[config.mk]
export PLATFORM = sky130hd
export DESIGN_NAME = dcache_refill_ctrl_flat
export DESIGN_NICKNAME = d
export VERILOG_FILES = /design/src/rtl/dcache_refill_pkg.sv /design/src/rtl/dcache_refill_ctrl_if.sv /design/src/rtl/dcache_refill_ctrl_wdog.sv /design/src/rtl/dcache_refill_ctrl.sv /design/src/flat_wrapper.sv
export SDC_FILE = /design/constraint.sdc
export NUM_CORES = 1
export LEC_CHECK = 0
export BUFFER_PORTS_ARGS = -buffer_cell sky130_fd_sc_hd__buf_4
export CORE_ASPECT_RATIO = 1.4
export CORE_MARGIN = 5
export CORE_UTILIZATION = 38
export DETAILED_ROUTE_END_ITERATION = 10
export MAX_ROUTING_LAYER = met4
export PLACE_DENSITY = 0.7
export SLEW_MARGIN = 20
export SYNTH_ARGS = -nofsm -noshare
export SYNTH_HDL_FRONTEND = slang
export SYNTH_SLANG_ARGS = --single-unit
[constraint.sdc]
create_clock -name clk -period 2.45 [get_ports clk]
set_input_delay 0.49 -clock clk [delete_from_list [all_inputs] [get_ports clk]]
set_output_delay 0.49 -clock clk [all_outputs]
set_load 0.02 [all_outputs]
[src/rtl/dcache_refill_pkg.sv]
// Shared types and constants for the d-cache refill controller.
package dcache_refill_pkg;

  localparam int          WORD_BYTES = 4;
  localparam logic [31:0] EMPTY_BASE = 32'hFFFF_FFFF;

  typedef enum logic [2:0] {
    IDLE,
    INVAL,
    FILL,
    BOUND,
    BASE,
    DONE,
    ERROR
  } state_t;

endpackage

[src/rtl/dcache_refill_ctrl_if.sv]
// Backing-memory read bus between the refill controller and memory.
interface dcache_refill_ctrl_if;

  logic        mem_req;
  logic [31:0] mem_addr;
  logic        mem_ack;
  logic [31:0] mem_rdata;

  modport master (output mem_req, output mem_addr, input mem_ack, input mem_rdata);
  modport slave  (input mem_req, input mem_addr, output mem_ack, output mem_rdata);

endinterface

[src/rtl/dcache_refill_ctrl_wdog.sv]
// Per-word memory wait watchdog: reloaded at each new word, expires after
// MEM_TIMEOUT request cycles without an ack.
module refill_wdog #(
  parameter int MEM_TIMEOUT = 255
) (
  input  logic clk,
  input  logic rst_n,
  input  logic start,
  input  logic ack,
  output logic expired
);

  localparam int            TW   = $clog2(MEM_TIMEOUT + 1);
  localparam logic [TW-1:0] LOAD = TW'(MEM_TIMEOUT - 1);

  logic [TW-1:0] count;
  logic          armed;

  // count holds the request cycles left after the current one
  assign expired = armed && (count == '0) && !ack;

  always_ff @(posedge clk or negedge rst_n) begin
    if (!rst_n) begin
      count <= '0;
      armed <= 1'b0;
    end else if (start) begin
      count <= LOAD;
      armed <= 1'b1;
    end else if (ack || expired) begin
      armed <= 1'b0;
    end else if (armed) begin
      count <= count - TW'(1);
    end
  end

endmodule

[src/rtl/dcache_refill_ctrl.sv]
// D-cache refill sequencer: empties the window, fills LINE_WORDS words from
// memory, then writes bound and base so the window becomes valid last.
module dcache_refill_ctrl
  import dcache_refill_pkg::*;
#(
  parameter int LINE_WORDS  = 16,
  parameter int MEM_TIMEOUT = 255
) (
  input  logic        clk,
  input  logic        rst_n,
  input  logic        miss_in,
  input  logic [31:0] miss_addr,
  output logic        stall_out,
  output logic        cache_override,
  output logic [31:0] cache_addr,
  output logic [31:0] cache_wdata,
  output logic [3:0]  cache_wstrb,
  output logic        base_we,
  output logic [31:0] base_data,
  output logic        bound_we,
  output logic [31:0] bound_data,
  dcache_refill_ctrl_if.master mem,
  output logic        err_out,
  input  logic        err_clr
);

  // state | meaning
  // IDLE  | waiting for a miss; stall follows miss_in
  // INVAL | base <= EMPTY_BASE so the window matches nothing during the fill
  // FILL  | one memory read per word, each ack written straight into the cache
  // BOUND | bound <= last byte of the window
  // BASE  | base <= window start; window valid from here on
  // DONE  | one cycle with stall released, miss_in ignored
  // ERROR | memory timeout; stall held until err_clr

  localparam int          CW         = (LINE_WORDS > 1) ? $clog2(LINE_WORDS) : 1;
  localparam int          LINE_BYTES = LINE_WORDS * WORD_BYTES;
  localparam logic [31:0] LINE_LAST  = 32'(LINE_BYTES - 1);
  localparam logic [CW-1:0] LAST_CNT = CW'(LINE_WORDS - 1);

  state_t        state;
  logic [CW-1:0] cnt;
  logic [CW-1:0] cnt_next;
  logic [31:0]   win_base;
  logic [31:0]   next_ofs;
  logic          mem_req_q;
  logic [31:0]   mem_addr_q;
  logic          word_ack;
  logic          last_word;
  logic          wdog_start;
  logic          wdog_expired;

  assign cnt_next   = cnt + CW'(1);
  assign next_ofs   = 32'({cnt_next, 2'b00});
  assign word_ack   = mem_req_q && mem.mem_ack;
  assign last_word  = (cnt == LAST_CNT);
  assign wdog_start = (state == INVAL) || (word_ack && !last_word);

  refill_wdog #(.MEM_TIMEOUT(MEM_TIMEOUT)) u_wdog (
    .clk     (clk),
    .rst_n   (rst_n),
    .start   (wdog_start),
    .ack     (word_ack),
    .expired (wdog_expired)
  );

  // Fill writes follow the ack combinationally so zero-wait memory gives one word per cycle
  assign cache_override = word_ack;
  assign cache_addr     = word_ack ? mem_addr_q    : 32'h0;
  assign cache_wdata    = word_ack ? mem.mem_rdata : 32'h0;
  assign cache_wstrb    = word_ack ? 4'b1111       : 4'b0000;
  assign stall_out      = (state == IDLE) ? miss_in : (state != DONE);
  assign mem.mem_req    = mem_req_q;
  assign mem.mem_addr   = mem_addr_q;

  always_ff @(posedge clk or negedge rst_n) begin
    if (!rst_n) begin
      state      <= IDLE;
      cnt        <= '0;
      win_base   <= 32'h0;
      err_out    <= 1'b0;
      mem_req_q  <= 1'b0;
      mem_addr_q <= 32'h0;
      base_we    <= 1'b0;
      base_data  <= 32'h0;
      bound_we   <= 1'b0;
      bound_data <= 32'h0;
    end else begin
      base_we    <= 1'b0;
      base_data  <= 32'h0;
      bound_we   <= 1'b0;
      bound_data <= 32'h0;
      case (state)
        IDLE: begin
          if (miss_in) begin
            win_base  <= miss_addr & ~LINE_LAST;
            cnt       <= '0;
            base_we   <= 1'b1;
            base_data <= EMPTY_BASE;
            state     <= INVAL;
          end
        end
        INVAL: begin
          mem_req_q  <= 1'b1;
          mem_addr_q <= win_base;
          state      <= FILL;
        end
        FILL: begin
          if (word_ack) begin
            cnt <= cnt_next;
            if (last_word) begin
              mem_req_q  <= 1'b0;
              mem_addr_q <= 32'h0;
              bound_we   <= 1'b1;
              bound_data <= win_base + LINE_LAST;
              state      <= BOUND;
            end else begin
              mem_addr_q <= win_base + next_ofs;
            end
          end else if (wdog_expired) begin
            mem_req_q  <= 1'b0;
            mem_addr_q <= 32'h0;
            err_out    <= 1'b1;
            state      <= ERROR;
          end
        end
        BOUND: begin
          base_we   <= 1'b1;
          base_data <= win_base;
          state     <= BASE;
        end
        BASE:  state <= DONE;
        DONE:  state <= IDLE;
        ERROR: begin
          if (err_clr) begin
            err_out <= 1'b0;
            state   <= IDLE;
          end
        end
        default: state <= IDLE;
      endcase
    end
  end

endmodule
[src/flat_wrapper.sv]
// flat-port wrapper written by rule: the top's interface ports become plain ports
module dcache_refill_ctrl_flat import dcache_refill_pkg::*;
#(
  parameter int LINE_WORDS  = 16,
  parameter int MEM_TIMEOUT = 255
)
  (clk, rst_n, miss_in, miss_addr, stall_out, cache_override, cache_addr, cache_wdata, cache_wstrb, base_we, base_data, bound_we, bound_data, err_out, err_clr, mem_mem_req, mem_mem_addr, mem_mem_ack, mem_mem_rdata);
  dcache_refill_ctrl_if mem_i ();
  input  logic clk;
  input  logic rst_n;
  input  logic miss_in;
  input  logic [31:0] miss_addr;
  output logic stall_out;
  output logic cache_override;
  output logic [31:0] cache_addr;
  output logic [31:0] cache_wdata;
  output logic [3:0] cache_wstrb;
  output logic base_we;
  output logic [31:0] base_data;
  output logic bound_we;
  output logic [31:0] bound_data;
  output logic err_out;
  input  logic err_clr;
  output wire logic [$bits(mem_i.mem_req)-1:0] mem_mem_req;
  output wire logic [$bits(mem_i.mem_addr)-1:0] mem_mem_addr;
  input wire logic [$bits(mem_i.mem_ack)-1:0] mem_mem_ack;
  input wire logic [$bits(mem_i.mem_rdata)-1:0] mem_mem_rdata;
  assign mem_mem_req = mem_i.mem_req;
  assign mem_mem_addr = mem_i.mem_addr;
  assign mem_i.mem_ack = mem_mem_ack;
  assign mem_i.mem_rdata = mem_mem_rdata;
  dcache_refill_ctrl #(.LINE_WORDS(LINE_WORDS), .MEM_TIMEOUT(MEM_TIMEOUT)) u_core (.clk(clk), .rst_n(rst_n), .miss_in(miss_in), .miss_addr(miss_addr), .stall_out(stall_out), .cache_override(cache_override), .cache_addr(cache_addr), .cache_wdata(cache_wdata), .cache_wstrb(cache_wstrb), .base_we(base_we), .base_data(base_data), .bound_we(bound_we), .bound_data(bound_data), .mem(mem_i), .err_out(err_out), .err_clr(err_clr));
endmodule
=== Word-level counts from Yosys, hierarchy flattened ===
Cells that the tools add are included.

* $add $sub $neg: 4
* Equality and inequality tests: 15
* Mux-type cells: 40
* Reduce and logical (&&, ||, !) cells: 22

{| class="wikitable"
|+ Operators by type and width
! operator !! number
|-
| 32-bit two-way mux || 9
|-
| 32-bit case mux with 2 select lines || 2
|-
| 32-bit by 6-bit adder with 32-bit output || 1
|-
| 32-bit by 6-bit adder with 32-bit output (second input constant) || 1
|-
| 8-bit two-way mux || 3
|-
| 3-bit case mux with 6 select lines || 1
|-
| 3-bit two-way mux || 5
|-
| 1-bit two-way mux || 13
|-
| 4-bit two-way mux || 3
|-
| 2-bit != test (second input constant) || 6
|-
| 2-bit nonzero test || 5
|-
| 8-bit zero test || 1
|-
| 4-bit case mux with 2 select lines || 1
|-
| 4-bit AND reduction || 2
|-
| 8-bit by 1-bit subtractor with 8-bit output (second input constant) || 1
|-
| 3-bit by 2-bit equality test with 1-bit output (second input constant) || 2
|-
| 3-bit equality test (second input constant) || 2
|-
| 3-bit != test (second input constant) || 2
|-
| 1-bit case mux with 2 select lines || 3
|-
| 2-bit AND reduction || 3
|-
| 3-bit AND reduction || 2
|-
| 4-bit by 1-bit adder with 4-bit output (second input constant) || 1
|-
| 4-bit equality test (second input constant) || 1
|-
| 1-bit logical AND || 4
|-
| 5 further kinds || 7
|}

* Register bits after elaboration: 142
* Input port bits: 69
* Output and inout port bits: 170
* Word-level logic and storage cells: 93

=== Longest topological paths before layout ===
* Depth after elaboration: 6
* Mapped depth: 7
* Gate-level depth less buffers: 6

=== Modules after synthesis ===
A second synthesis with hierarchy kept.

* Cells, all modules: 516
* Area total of the unflattened synthesis: 5,854.4 um2

{| class="wikitable"
|+ Modules (own cells, without submodules)
! module !! instances !! cells an instance !! area an instance (um2) !! sequential area each (um2)
|-
| dcache_refill_ctrl || 1 || 466 || 5,352.6 || 3,002.9
|-
| refill_wdog || 1 || 50 || 501.7 || 225.2
|}

=== Worst setup path before layout ===
Ideal clock, no wire load.

* Path type: register to output
* Start: register u_core.mem_req_q, in the netlist u_core.mem.mem_req
* End: output port cache_addr[11]
* Data arrival time: 1.421 ns
* Data required time: 1.960 ns
* Path slack: 0.539 ns
* Stages on the path, launching flop included: 5
* Buffers on the path: 2
* Cells stage by stage: dfrtp_1 > nand2_2 > clkbuf_1 > clkbuf_1 > nor2_1

* Longest elaborated chain between the ends: 2

{| class="wikitable"
|+ Ends and longest elaborated chain
! item !! line !! RTL
|-
| start: declaration || dcache_refill_ctrl.sv:46 || <nowiki>logic mem_req_q;</nowiki>
|-
| start signal: assignment || dcache_refill_ctrl.sv:82 || <nowiki>mem_req_q <= 1'b0;</nowiki>
|-
| start signal: assignment || dcache_refill_ctrl.sv:104 || <nowiki>mem_req_q <= 1'b1;</nowiki>
|-
| start signal: assignment || dcache_refill_ctrl.sv:112 || <nowiki>mem_req_q <= 1'b0;</nowiki>
|-
| 1-bit logical AND || dcache_refill_ctrl.sv:55 || <nowiki>assign word_ack = mem_req_q && mem.mem_ack;</nowiki>
|-
| 32-bit two-way mux || dcache_refill_ctrl.sv:69 || <nowiki>assign cache_addr = word_ack ? mem_addr_q : 32'h0;</nowiki>
|-
| end: declaration || flat_wrapper.sv:15 || <nowiki>output logic [31:0] cache_addr;</nowiki>
|}

No other way between the ends.

=== Worst setup path in the final report ===
* Start: register u_core.state[0]
* End: output port stall_out

* Longest elaborated chain between the ends: 2
* Elaborated cells on any way between the ends: 3
* Classes of those cells: 1 x eq/ne; 1 x mux; 1 x reduce/logical

{| class="wikitable"
|+ Ends and longest elaborated chain
! item !! line !! RTL
|-
| start: declaration || dcache_refill_ctrl.sv:41 || <nowiki>state_t state;</nowiki>
|-
| start signal: assignment || dcache_refill_ctrl.sv:78 || <nowiki>state <= IDLE;</nowiki>
|-
| start signal: assignment || dcache_refill_ctrl.sv:100 || <nowiki>state <= INVAL;</nowiki>
|-
| start signal: assignment || dcache_refill_ctrl.sv:106 || <nowiki>state <= FILL;</nowiki>
|-
| 3-bit != test or 3-bit zero test (tied branches) || dcache_refill_ctrl.sv:72 || <nowiki>assign stall_out = (state == IDLE) ? miss_in : (state != DONE);</nowiki>
|-
| 1-bit two-way mux * || dcache_refill_ctrl.sv:72 ||
|-
| end: declaration || flat_wrapper.sv:13 || <nowiki>output logic stall_out;</nowiki>
|}

Every way passes the cells marked *; elsewhere a longest branch is shown, timed or not.

==> results.py <==
metrics = {
    "clock_network": {
        "cts-buffers-inserted": 17,
        "clock_sinks": 129,
        "cts_max_level": 4,
        "cts_hold_buf": 0,
        "clk_latency_ns": 0.40,
        "clockRootBuffer": "clkbuf_16",
        "cts_resized": 0,
        "tritoncts": "yes",
        "cts.reportedPaths.clkPinSlew_ns": 0.06,
        "cts_max_path_buffers": 2,
        "post_cts_buffers": 0,
    },
    "global_route": {
        "antenna_found_initial": 0,
        "grt_usage_pct": 19.1,
        "grt_pass1_wl_um": 25400,
        "grt_pass1_vias": 4793,
        "grt_max_degree": 56,
        "grt_overflow": 0,
    },
    "final_layout": {
        "layout-drive-gt1-share_pct": 43.4,
        "final_nets": 782,
        "ff_latch_area_mm2": 0.00323,
        "area_growth_pct": 41.2,
        "fin_util_pct": 54.9,
        "finalInstanceArea_mm2": 0.00800,
        "nFillCells": 1291,
        "multi_input_area_mm2": 0.00203,
        "diodes": 0,
    },
    "power_and_ir_drop": {
        "p_leak_nw": 4.36,
        "ir_drop_v": 0.000831,
        "power_per_cell_area_mw_per_mm2": 1270,
    },
    "die": {
        "initial_core_util_pct": 38.9,
        "die_w_um": 113,
        "io_pins": 239,
        "dieArea_mm2": 0.0175,
        "core_mm2": 0.0146,
        "rows": 52,
        "fp.dieH_um": 154,
    },
    "worst_setup_path": {
        "crit_type": "flop to primary output",
        "r2r-start": "u_core.u_wdog.count[5]",
        "worstRegToRegCells": 5,
        "crit_arrival_ns": 1.66,
        "critPathLaunchType": "flop",
        "cp_cell_sequence": "nor3_1 -> a21oi_1 -> or2_2 -> buf_4",
        "cp.depth": 4,
        "cpLargestDelayFamily": "flip-flops",
        "crit_buf_inv": 1,
        "critPathMaxFanout": 13,
        "crit_path_end_kind": "primary output",
        "cp_slowest_cell": "dfrtp_1",
        "critPathRequiredTime_ns": 1.96,
        "startpoint": "u_core.state[0]",
        "critPathMaxStageDelay_ns": 0.53,
    },
    "route": {
        "drtPass1Iterations": 5,
        "drt_wl_total_um": 16100,
        "post_drt_wl_per_cell_um": 17.7,
        "drc_errors": 0,
        "viasPerCell": 4.85,
        "ant_nets": 0,
        "drt_iter0_markers": 100,
        "vias": 4416,
    },
    "job": {
        "cap_violations": 0,
    },
    "sta": {
        "setup_viol": 0,
        "whs_ns": 0.0752,
        "timing.final.crit_period_ns": 2.15,
        "hold_viol": 0,
        "fmax_mhz": 466,
        "drv_slew": 0,
        "slew_headroom_pct": 60.5,
        "fin_worst_skew_ns": 0.0116,
        "setup_tns_ns": 0,
        "tightest_slew_ns": 0.587,
        "rsz0062_at_grt": "no",
        "fin_crit_sh_pct": 87.6,
    },
    "place": {
        "globalplace.congestion": 0.967,
        "port_buffers": 228,
        "dp_hpwl_um": 11600,
        "postPlaceCellArea_mm2": 0.00745,
    },
    "status": {
        "outcome": "completed",
    },
    "synthesis": {
        "synthCells": 499,
        "synth-edff-count": 0,
        "synthArstFlopShare_pct": 100,
        "postSynthAreaPerCell_um2": 11.4,
        "yosys_warnings": 0,
        "yosysSeqAreaShare_pct": 57.0,
        "ys.flop_type": "dfrtp_1",
        "synth_cell_type_count": 55,
        "ys_ff_latch": 129,
        "syn-cell-area_mm2": 0.00567,
    },
    "min_path": {
        "hp-class": "input pin to async pin",
    },
}
==> cells in the final DEF (no fill, tap or decap), drive strengths merged, types with 2 or more instances in the layout <==
cell,Yosys,final
a21oi,6,6
and2,29,29
and3,39,39
buf,34,240
clkbuf,17,20
clkinv,0,4
clkinvlp,0,3
conb,1,4
dfrtp,129,129
ha,3,3
inv,29,32
mux2,27,27
mux2i,28,28
nand2,42,42
nand2b,4,4
nand3,6,6
nor2,32,32
nor2b,2,2
nor3,3,3
nor3b,2,2
o211ai,3,3
o21a,26,26
o21ai,10,10
or2,3,3
or3,5,5
or4,2,2
xnor2,3,3
==> worst reg2reg max path: stages, from the launching register on <==
cell and delay [ns]:
dfrtp_1 0.40, or4_4 0.62, nor2_8 0.18, o21ai_4 0.08
buf_4 0.20, a22o_1 0.24
==> path summary, 6_finish.rpt <==
check / to / slack (ns)
worst max-delay path: stall_out / 0.30
worst min-delay path: u_core.base_data[5] / 0.08
worst max register to register: u_core.mem.mem_addr[5] / 0.63
worst min register to register: u_core.base_data[16] / 0.53
max in group asynchronous: u_core.win_base[26] / 1.65
min in group clk: u_core.state[1] / 0.30
==> cell type report <==
class / instances / area share [%]
clock buffer: 20 / 5.58
clock inverter: 11 / 1.33
inverter: 29 / 1.36
multi-input combinational: 293 / 25.3
sequential: 129 / 40.3
tap: 189 / 2.95
timing repair buffer: 240 / 23.1
==> cells by family after synthesis <==
logic type      Yosys count  share of synthesized area, %
other cells               1                        0.0662
compound gates           55                          7.33
xor+xnor                  4                         0.618
simple gates            172                          16.4
buf+inv                  80                          7.62
flops                   129                          57.0
mux                      55                          10.3
fa+ha+maj                 3                         0.662
==> metrics by stage <==
stage | power [mW] | instances | setup slack [ns]
4_1_cts | 10.3 | 911 | 0.290
5_1_grt | 10.8 | 911 | 0.171
2_1_floorplan | 6.07 | 502 | 0.539
3_3_place_gp | 7.76 | 880 | 0.414
3_5_place_dp | 7.90 | 880 | 0.335
6_report | 10.1 | 911 | 0.304
==> synth_stat cells, types with 6 or more instances <==
master	instances	area, µm²
mux2i_1	28	280
clkbuf_1	16	60.1
dfrtp_1	129	3230
o21a_1	26	195
inv_1	29	109
and2_1	29	181
and3_1	39	244
mux2_2	27	304
buf_4	20	150
buf_2	7	35.0
nand3_1	6	30.0
nor2_1	31	116
o21ai_0	8	40.0
nand2_1	41	154
==> flip-flops by register name (all words and copies together), names as in the netlist <==
signal               cells
u_core.u_wdog.armed      1
u_core.base_we           1
u_core.mem.mem_addr     30
u_core.base_data        27
u_core.state             3
u_core.u_wdog.count      8
u_core.bound_data       26
u_core.bound_we          1
u_core.err_out           1
u_core.win_base         26
u_core.mem.mem_req       1
u_core.cnt               4
==> layer usage <==
metal	track usage, %	part of all wire, %	wire length, µm
met5	-	0	0
met4	6.76	2.0	317
met3	5.98	9.2	1480
met2	32.3	51	8210
met1	21.2	38	6080
==> power breakdown <==
group	switching (mW)	total [mW]	leakage, nW	internal [mW]
combinational	2.48	4.36	2.46	1.88
clock	0.915	2.34	0.263	1.43
sequential	0.571	3.45	1.64	2.88
total	3.96	10.1	4.36	6.18
Power figures use the tool's default switching activity.
